## src/rtl/fetch_pkg.sv

```systemverilog
// Shared fetch types: FSM states, queue depth and the {pc, instr} entry carried to decode.
// No logic or storage; latency and backpressure are set by the modules that import it.
package fetch_pkg;

    typedef enum logic [1:0] {
        BOOT  = 2'd0,
        RUN   = 2'd1,
        FLUSH = 2'd2
    } fetch_state_e;

    localparam int FETCH_Q_DEPTH    = 2;
    localparam int FETCH_DATA_WIDTH = 32;
    localparam int FETCH_CNT_W      = $clog2(FETCH_Q_DEPTH + 1);
    localparam int FETCH_PTR_W      = $clog2(FETCH_Q_DEPTH);

    typedef struct packed {
        logic [31:0]                 pc;
        logic [FETCH_DATA_WIDTH-1:0] instr;
    } fetch_entry_t;

    function automatic logic [31:0] word_align(input logic [31:0] byte_pc);
        return byte_pc & 32'hFFFF_FFFC;
    endfunction

endpackage

```

## src/rtl/fetch_queue.sv

```systemverilog
// Two-entry FIFO of fetched {pc, instr}; an entry is visible at the head the cycle after push.
// Pushes into a full queue are dropped unless a pop frees a slot that same cycle; flush empties it.
module fetch_queue
    import fetch_pkg::*;
(
    input  logic                   clk,
    input  logic                   rst,
    input  logic                   push_i,
    input  fetch_entry_t           push_dat_i,
    input  logic                   pop_i,
    input  logic                   flush_i,
    output logic [FETCH_CNT_W-1:0] count_o,
    output logic                   head_vld_o,
    output fetch_entry_t           head_dat_o
);

    localparam logic [FETCH_CNT_W-1:0] DEPTH_C = FETCH_CNT_W'(FETCH_Q_DEPTH);

    fetch_entry_t             entry_q [FETCH_Q_DEPTH];
    logic [FETCH_PTR_W-1:0]   rd_ptr_q;
    logic [FETCH_PTR_W-1:0]   wr_ptr_q;
    logic [FETCH_CNT_W-1:0]   count_q;
    logic                     pop_ok;
    logic                     push_ok;

    assign pop_ok  = pop_i && (count_q != '0);
    assign push_ok = push_i && ((count_q < DEPTH_C) || pop_ok);

    always_ff @(posedge clk or negedge rst) begin
        if (!rst) begin
            for (int i = 0; i < FETCH_Q_DEPTH; i++) begin
                entry_q[i] <= '0;
            end
            rd_ptr_q <= '0;
            wr_ptr_q <= '0;
            count_q  <= '0;
        end else if (flush_i) begin
            rd_ptr_q <= '0;
            wr_ptr_q <= '0;
            count_q  <= '0;
        end else begin
            if (push_ok) begin
                entry_q[wr_ptr_q] <= push_dat_i;
                wr_ptr_q          <= wr_ptr_q + 1'b1;
            end
            if (pop_ok) begin
                rd_ptr_q <= rd_ptr_q + 1'b1;
            end
            count_q <= count_q + FETCH_CNT_W'(push_ok) - FETCH_CNT_W'(pop_ok);
        end
    end

    assign count_o    = count_q;
    assign head_vld_o = (count_q != '0);
    // An empty queue presents zeros so decode never sees a stale entry.
    assign head_dat_o = head_vld_o ? entry_q[rd_ptr_q] : '0;

endmodule

```

## src/rtl/instruction_fetch.sv

```systemverilog
// PC owner and InstructionMemory initiator; first instruction 4 cycles after reset, redirect target at t+4.
// Sustains one instruction per cycle; issue stalls when queued plus in-flight work reaches 2. Optional FETCH_PERF_EN counters.
module instruction_fetch
    import fetch_pkg::*;
#(
    parameter int          DATA_WIDTH = 32,
    parameter int          ADDR_WIDTH = 10,
    parameter logic [31:0] RESET_PC   = 32'h0000_0000
) (
    input  logic                  clk,
    input  logic                  rst,
    input  logic                  redirect_valid,
    input  logic [31:0]           redirect_pc,
    output logic [ADDR_WIDTH-1:0] mem_addr,
    input  logic [DATA_WIDTH-1:0] mem_data,
    output logic                  inst_valid,
    input  logic                  inst_ready,
    output logic [DATA_WIDTH-1:0] inst_data,
    output logic [31:0]           inst_pc
`ifdef FETCH_PERF_EN
    ,
    output logic [31:0]           fetch_count,
    output logic [31:0]           stall_count
`endif
);

    fetch_state_e           state_q;
    logic [31:0]            pc_q;
    logic                   inflight_q;
    logic [31:0]            inflight_pc_q;

    logic [FETCH_CNT_W-1:0] q_count;
    logic                   q_head_vld;
    fetch_entry_t           q_head;
    fetch_entry_t           push_dat;
    logic                   pop;
    logic                   push;
    logic                   issue;
    logic [2:0]             occupancy;

    assign mem_addr = pc_q[ADDR_WIDTH+1:2];

    assign pop       = q_head_vld && inst_ready;
    assign occupancy = 3'(q_count) + 3'(inflight_q) - 3'(pop);
    assign issue     = (state_q == RUN) && !redirect_valid && (occupancy < 3'd2);

    // A response landing in the redirect cycle or during FLUSH belongs to the old stream.
    assign push     = inflight_q && (state_q != FLUSH) && !redirect_valid;
    assign push_dat = '{pc: inflight_pc_q, instr: mem_data};

    always_ff @(posedge clk or negedge rst) begin
        if (!rst) begin
            state_q       <= BOOT;
            pc_q          <= RESET_PC;
            inflight_q    <= 1'b0;
            inflight_pc_q <= '0;
        end else if (redirect_valid) begin
            state_q    <= FLUSH;
            pc_q       <= word_align(redirect_pc);
            inflight_q <= 1'b0;
        end else begin
            case (state_q)
                BOOT: begin
                    state_q    <= RUN;
                    inflight_q <= 1'b0;
                end
                RUN: begin
                    inflight_q <= issue;
                    if (issue) begin
                        inflight_pc_q <= pc_q;
                        pc_q          <= pc_q + 32'd4;
                    end
                end
                FLUSH: begin
                    state_q    <= RUN;
                    inflight_q <= 1'b0;
                end
                default: begin
                    state_q    <= BOOT;
                    inflight_q <= 1'b0;
                end
            endcase
        end
    end

    fetch_queue u_queue (
        .clk        (clk),
        .rst        (rst),
        .push_i     (push),
        .push_dat_i (push_dat),
        .pop_i      (pop),
        .flush_i    (redirect_valid),
        .count_o    (q_count),
        .head_vld_o (q_head_vld),
        .head_dat_o (q_head)
    );

    assign inst_valid = q_head_vld;
    assign inst_data  = q_head.instr;
    assign inst_pc    = q_head.pc;

`ifdef FETCH_PERF_EN
    logic [31:0] fetch_cnt_q;
    logic [31:0] stall_cnt_q;

    always_ff @(posedge clk or negedge rst) begin
        if (!rst) begin
            fetch_cnt_q <= '0;
            stall_cnt_q <= '0;
        end else begin
            if (pop) begin
                fetch_cnt_q <= fetch_cnt_q + 32'd1;
            end
            if (q_head_vld && !inst_ready) begin
                stall_cnt_q <= stall_cnt_q + 32'd1;
            end
        end
    end

    assign fetch_count = fetch_cnt_q;
    assign stall_count = stall_cnt_q;
`endif

endmodule

```

## config.mk

```make
export PLATFORM = sky130hd
export DESIGN_NAME = instruction_fetch
export DESIGN_NICKNAME = d
export VERILOG_FILES = /design/src/rtl/fetch_pkg.sv /design/src/rtl/fetch_queue.sv /design/src/rtl/instruction_fetch.sv
export SDC_FILE = /design/constraint.sdc
export NUM_CORES = 1
export LEC_CHECK = 0
export ABC_AREA = 0
export CORE_MARGIN = 4
export CORE_UTILIZATION = 49
export DETAILED_ROUTE_END_ITERATION = 6
export GPL_TIMING_DRIVEN = 0
export PLACE_DENSITY = 0.88
export SETUP_SLACK_MARGIN = 0.4
export SLEW_MARGIN = 30
export SYNTH_ARGS = -nofsm -noshare
export SYNTH_HDL_FRONTEND = slang
export SYNTH_SLANG_ARGS = --single-unit
```

## constraint.sdc

```tcl
create_clock -name clk -period 3.16 [get_ports clk]
set_input_delay 0.632 -clock clk [delete_from_list [all_inputs] [get_ports clk]]
set_output_delay 0.632 -clock clk [all_outputs]
set_load 0.02 [all_outputs]
```

### Word level (Yosys, flattened, before mapping)

Cells that the tools add are included.

| cells by class | value |
|---|---|
| $add $sub $neg | 7 |
| order comparisons | 5 |
| eq/ne operators | 4 |
| multiplexer cells | 19 |
| bitwise operators | 3 |
| reductions and logical operators | 20 |

Operators with widths:

| operator | count |
|---|---|
| two-way mux 64 bit | 5 |
| bitwise mux 128 bit | 1 |
| two-way mux 32 bit | 3 |
| demux 64 bit (select 1 bit) | 1 |
| adder 32 x 3 -> 32 bit, second input constant | 1 |
| nonzero test 2 bit | 5 |
| logical AND 1 bit | 8 |
| two-way mux 1 bit | 6 |
| >= comparator 2 bit, second input constant | 2 |
| two-way mux 2 bit | 2 |
| != test 2 bit, second input constant | 2 |
| inverter 1 -> 2 bit | 2 |
| one-hot mux 2 bit (2 select lines) | 1 |
| AND reduction 2 bit | 2 |
| adder 2 x 1 -> 3 bit | 1 |
| less-than comparator 3 x 2 -> 1 bit, second input constant | 1 |
| AND reduction 3 bit | 1 |
| subtractor 3 x 1 -> 3 bit | 1 |
| adder 1 bit, second input constant | 2 |
| adder 2 x 1 -> 2 bit | 1 |
| == test 2 x 1 -> 1 bit, second input constant | 1 |
| == test 2 bit, second input constant | 1 |
| zero test 2 bit | 1 |
| less-than comparator 2 x 1 -> 1 bit, second input constant | 1 |
| other kinds (6) | 6 |

| storage, ports and cells | value |
|---|---|
| register bits | 199 |
| input port bits | 68 |
| output and inout bits | 75 |

### Depth between registers and ports, before layout

| depth | value |
|---|---|
| depth in word-level cells | 8 |
| depth in mapped cells | 13 |
| mapped depth without buffers | 11 |

### Hierarchy

Synthesis repeated with hierarchy kept, for this count alone.

| second synthesis, totals | value |
|---|---|
| cells, all modules | 743 |
| area, all modules | 9315.2 µm² |

Modules (own cells, without submodules):

| module | instances | cells an instance | area each (µm²) | sequential area each (µm²) |
|---|---|---|---|---|
| fetch_queue | 1 | 438 | 6092.1 | 3303.2 |
| instruction_fetch | 1 | 305 | 3223.1 | 1576.5 |

### Least setup slack after synthesis

No wires, ideal clock.

| timing path | value |
|---|---|
| kind | register -> register |
| start | register u_queue.count_q[1], in the netlist u_queue.count_o[1] |
| end | register pc_q[14] |
| library setup time | 0.082 ns |
| arrival time | 3.431 ns |
| slack | -0.353 ns |
| cell stages (with the launch flop) | 14 |
| path buffers | 2 |
| period minus slack after synthesis | 3.513 ns |
| cells stage by stage | dfrtp_1 buf_2 nor2_1 inv_1 and2_1 ha_1 inv_1 nand2_1 fa_1 nand3b_1 or3_1 buf_2 or4_1 a31oi_1 |

| on the way | value |
|---|---|
| word-level cells in the longest chain between the ends | 7 |
| elaborated cells on any way between the ends | 8 |
| those cells by class | add/sub (2); order compare (1); reduce/logical (5) |

Ends and longest elaborated chain:

| element | line | text |
|---|---|---|
| start, declared | fetch_queue.sv:22 | `logic [FETCH_CNT_W-1:0] count_q;` |
| start signal, assigned | fetch_queue.sv:49 | `count_q <= count_q + FETCH_CNT_W'(push_ok) - FETCH_CNT_W'(pop_ok);` |
| nonzero test 2 bit | fetch_queue.sv:54 | `assign head_vld_o = (count_q != '0);` |
| net inst_valid | instruction_fetch.sv:16 | `output logic inst_valid,` |
| logical AND 1 bit | instruction_fetch.sv:43 | `assign pop = q_head_vld && inst_ready;` |
| subtractor 3 x 1 -> 3 bit | instruction_fetch.sv:44 | `assign occupancy = 3'(q_count) + 3'(inflight_q) - 3'(pop);` |
| less-than comparator 3 x 2 -> 1 bit | instruction_fetch.sv:45 | `assign issue = (state_q == RUN) && !redirect_valid && (occupancy < 3'd2);` |
| logical AND 1 bit | instruction_fetch.sv:45 |  |
| nonzero test 2 bit (no source line) | - |  |
| AND reduction 2 bit (no source line) | - |  |
| end signal, assigned | instruction_fetch.sv:59 | `pc_q <= word_align(redirect_pc);` |
| end signal, assigned | instruction_fetch.sv:71 | `pc_q <= pc_q + 32'd4;` |
| end, declared | instruction_fetch.sv:28 | `logic [31:0] pc_q;` |

The timed path passes the listed nets, and every way through them passes these cells.
A chain may end at the register's enable or synchronous reset.

### Worst setup path in the final report

| timing path | value |
|---|---|
| start | register u_queue.count_q[1], in the netlist u_queue.count_o[1] |
| end | register pc_q[28] |

| on the way | value |
|---|---|
| word-level cells in the longest chain between the ends | 7 |
| elaborated cells on any way between the ends | 8 |
| those cells by class | add/sub (2); order compare (1); reduce/logical (5) |

Ends and longest elaborated chain:

| element | line |
|---|---|
| parallel branches: the longest is 2 deep, another holds adder 2 x 1 -> 3 bit | - |
| subtractor 3 x 1 -> 3 bit * | instruction_fetch.sv:44 |
| less-than comparator 3 x 2 -> 1 bit * | instruction_fetch.sv:45 |
| logical AND 1 bit * | instruction_fetch.sv:45 |
| nonzero test 2 bit (no source line) * | - |
| AND reduction 2 bit (no source line) * | - |

Mark *: on every way between the ends.

==> reports/qor.txt <==
Area of the multi-input gates -> 0.004222 mm2
Overflow left after global routing -> 0
Floorplan die width -> 142.9 um
Layout cells sized above 1 -> 31.91%
Met2 GRT Util -> 34.89%
Layout Skew -> 0.007475 ns
Max Cap Viol -> 0
Lkg Pwr -> 5.854 nW
Final Max Tran Viols -> 0
Fraction of registers with async set/reset -> 100.0%
Residual DRC count -> 0
Post-CTS Hold Fix Bufs -> 0
Power density over cell area -> 801.7 mW/mm2
Clk pin slew, worst setup/hold paths -> 0.07 ns
Initial core utilization -> 49.66%
CTS max path bufs -> 2
NumNets Final -> 1001
Initial DRC count -> 641
Seq. cell area -> 0.004780 mm2
Hold_ws -> 0.1041 ns
Total power -> 9.739 mW
Fillers -> 1256
CTS tree -> built
Critical Path Max Stage Delay -> 0.54 ns
Synth Cell Area -> 0.008921 mm2
CP Launch Type -> flop
Root Buffer -> clkbuf_16
Final Cycle Share -> 99.28%
Vias -> 6770
RSZ-0062 raised after global routing -> yes
Drt via density -> 5.791
Synth unique cells -> 47
Finish-stage setup viols -> 0
Routed Antenna Nets -> 0
R2r worst-path depth -> 13
Maximum VDD drop -> 0.4712 mV
FP Rows -> 49
Most common cell after layout, fill and taps aside -> dfrtp_1
Core Footprint -> 0.01796 mm2
R2R Path Start -> u_queue.count_o[1]
Max Fclk -> 0.3188 GHz
WP buf/inv -> 4
Initial antenna violation count -> 0
Global-route wire length before repair -> 34220 um
DR WL/cell -> 20.09 um
Synth warn -> 0
Die footprint -> 0.02043 mm2
Number of synthesized flops with an enable pin -> 0
Vias in the first global route -> 6649
Hold Path Class -> in2async
TritonRoute pass-1 iters -> 5
DRT Wirelength -> 23490 um
Syn avg cell area -> 12.19 um2
CP max FO -> 3
DPL Wire Length -> 14560 um
Worst-Margin Slew -> 0.6370 ns
Top Ports -> 143
Final Hold Viols -> 0
Reg2reg end -> pc_q[28]
CP required -> 3.51 ns
Kind of critical path -> reg2reg
Area growth syn-to-layout -> 36.17%
Met1 Resource Use GR -> 28.23%
Crit-path slowest cell -> fa_2
GRT Total Usage -> 21.03%
R2R Setup Slk -> 0.02 ns
Worst skew pair latency -> 0.43 ns
Buffers on Ports -> 138
GR peak layer -> met2
Most frequent cells in the layout -> dfrtp_1, mux2_2, nor2_1, clkdlybuf4s50_1, mux2i_1
Register area share after synthesis -> 53.58%
Worst path cell trace -> buf_6, nor2_4, inv_2, and2_4, ha_4, inv_2, nand2_2, fa_2, nand3b_1, or3_4, buf_6, or4_4, a31oi_1
Final Wtd Congestion -> 0.8363
Worst path arrival time -> 3.49 ns
Largest net degree at the start of global routing -> 92
Met3 Use GR -> 3.684%
Status -> finished, final reports clean
Final min period -> 3.137 ns
Register bit total from synthesis -> 191
Max transition margin -> 57.53%
Crit. End Element -> flop
Gate Count Post-Synth -> 732
CP top delay family -> simple AND/OR/NAND/NOR gates
CTS buffer count -> 17
# diodes -> 0
Clk sinks -> 191
Die height -> 142.9 um
Clock H-tree levels -> 4
Main synth FF type -> dfrtp_1
==> how the worst max path moves through the flow <==
stage / slack [ns] / start / depth (start not counted) / to
6_report: 0.02 / u_queue.count_o[1] / 13 / pc_q[28]
5_1_grt: -0.04 / u_queue.count_o[1] / 15 / inflight_pc_q[22]
4_1_cts: 0.07 / u_queue.count_o[1] / 13 / pc_q[28]
3_5_place_dp: -0.71 / inst_ready / 10 / inflight_pc_q[24]
3_3_place_gp: -6.16 / rst / 1 / u_queue.entry_q[104]
2_1_floorplan: 0.0007 / u_queue.count_o[1] / 13 / pc_q[10]
==> registers in the layout, indices dropped and copies added (netlist names) <==
register,flops
pc_q,30
inflight_pc_q,30
u_queue.count_o,2
u_queue.entry_q,124
u_queue.rd_ptr_q,1
inflight_q,1
state_q,2
u_queue.wr_ptr_q,1
==> metal layers <==
layer,up-vias,routed length (um)
met1,3334,9694
li1,3008,-
met5,-,0
met4,0,723
met2,356,11430
met3,72,1645
==> stage by stage <==
stage	instance area, um2	utilization, %	cells	setup TNS [ns]	setup slack, ns
2_1_floorplan	8992	-	733	0	0.0006670
3_3_place_gp	10660	59.34	1100	-1200.35	-6.155
3_5_place_dp	10720	59.68	1102	-28.83	-0.7146
4_1_cts	11520	64.11	1146	0	0.06504
5_1_grt	12150	67.63	1169	-0.3274	-0.03659
6_report	12150	67.63	1169	0	0.02276
==> power by group <==
group	internal [mW]	switching (mW)
combinational	2.06	1.77
clock	1.32	0.867
sequential	3.21	0.512
==> area by class of cell <==
cell class              count  share of cell area [%]
plain buffers              53                   3.214
clock buffers              25                   4.079
clock inverters             6                  0.8652
inverters                   8                  0.2472
multi-input cells         481                   34.75
flip-flops and latches    191                   39.34
well taps                 229                   2.359
repair buffers            176                   15.14
==> worst register-to-register path, stage by stage, from the launching register on <==
cell	delay [ns]
dfrtp_1	0.41
buf_6	0.14
nor2_4	0.10
inv_2	0.05
and2_4	0.15
ha_4	0.21
inv_2	0.06
nand2_2	0.06
fa_2	0.54
nand3b_1	0.17
or3_4	0.39
buf_6	0.13
or4_4	0.47
a31oi_1	0.18
==> cells in the mapped netlist (8+ instances only) <==
cell	count	area, um2
xnor2_1	9	78.83
inv_1	8	30.03
buf_2	12	60.06
nor2_1	86	322.8
o21ai_0	10	50.05
mux2_2	154	1734
nand2_1	27	101.4
clkbuf_1	28	105.1
dfrtp_1	191	4780
or4_1	18	135.1
nand3_1	17	85.08
mux2i_1	63	630.6
buf_4	12	90.09
a31oi_1	18	112.6
o31ai_1	13	97.59
==> logic make-up after synthesis <==
logic type	count (synthesis)	share of synthesized area (%)
compound gates	53	4.011
xor+xnor	11	1.164
fa+ha+maj	5	0.7854
buf+inv	61	3.240
flops	191	53.58
mux	217	26.51
other cells	1	0.04204
simple gates	193	10.67
==> timing repair <==
action | in CTS | in global routing
resized for setup | 71 | 123
pin swaps | 15 | 23
gates cloned | 0 | 3
setup buffers | 13 | 20
endpoints found under the setup margin | 122 | 181
(Power assumes the default switching activity.)
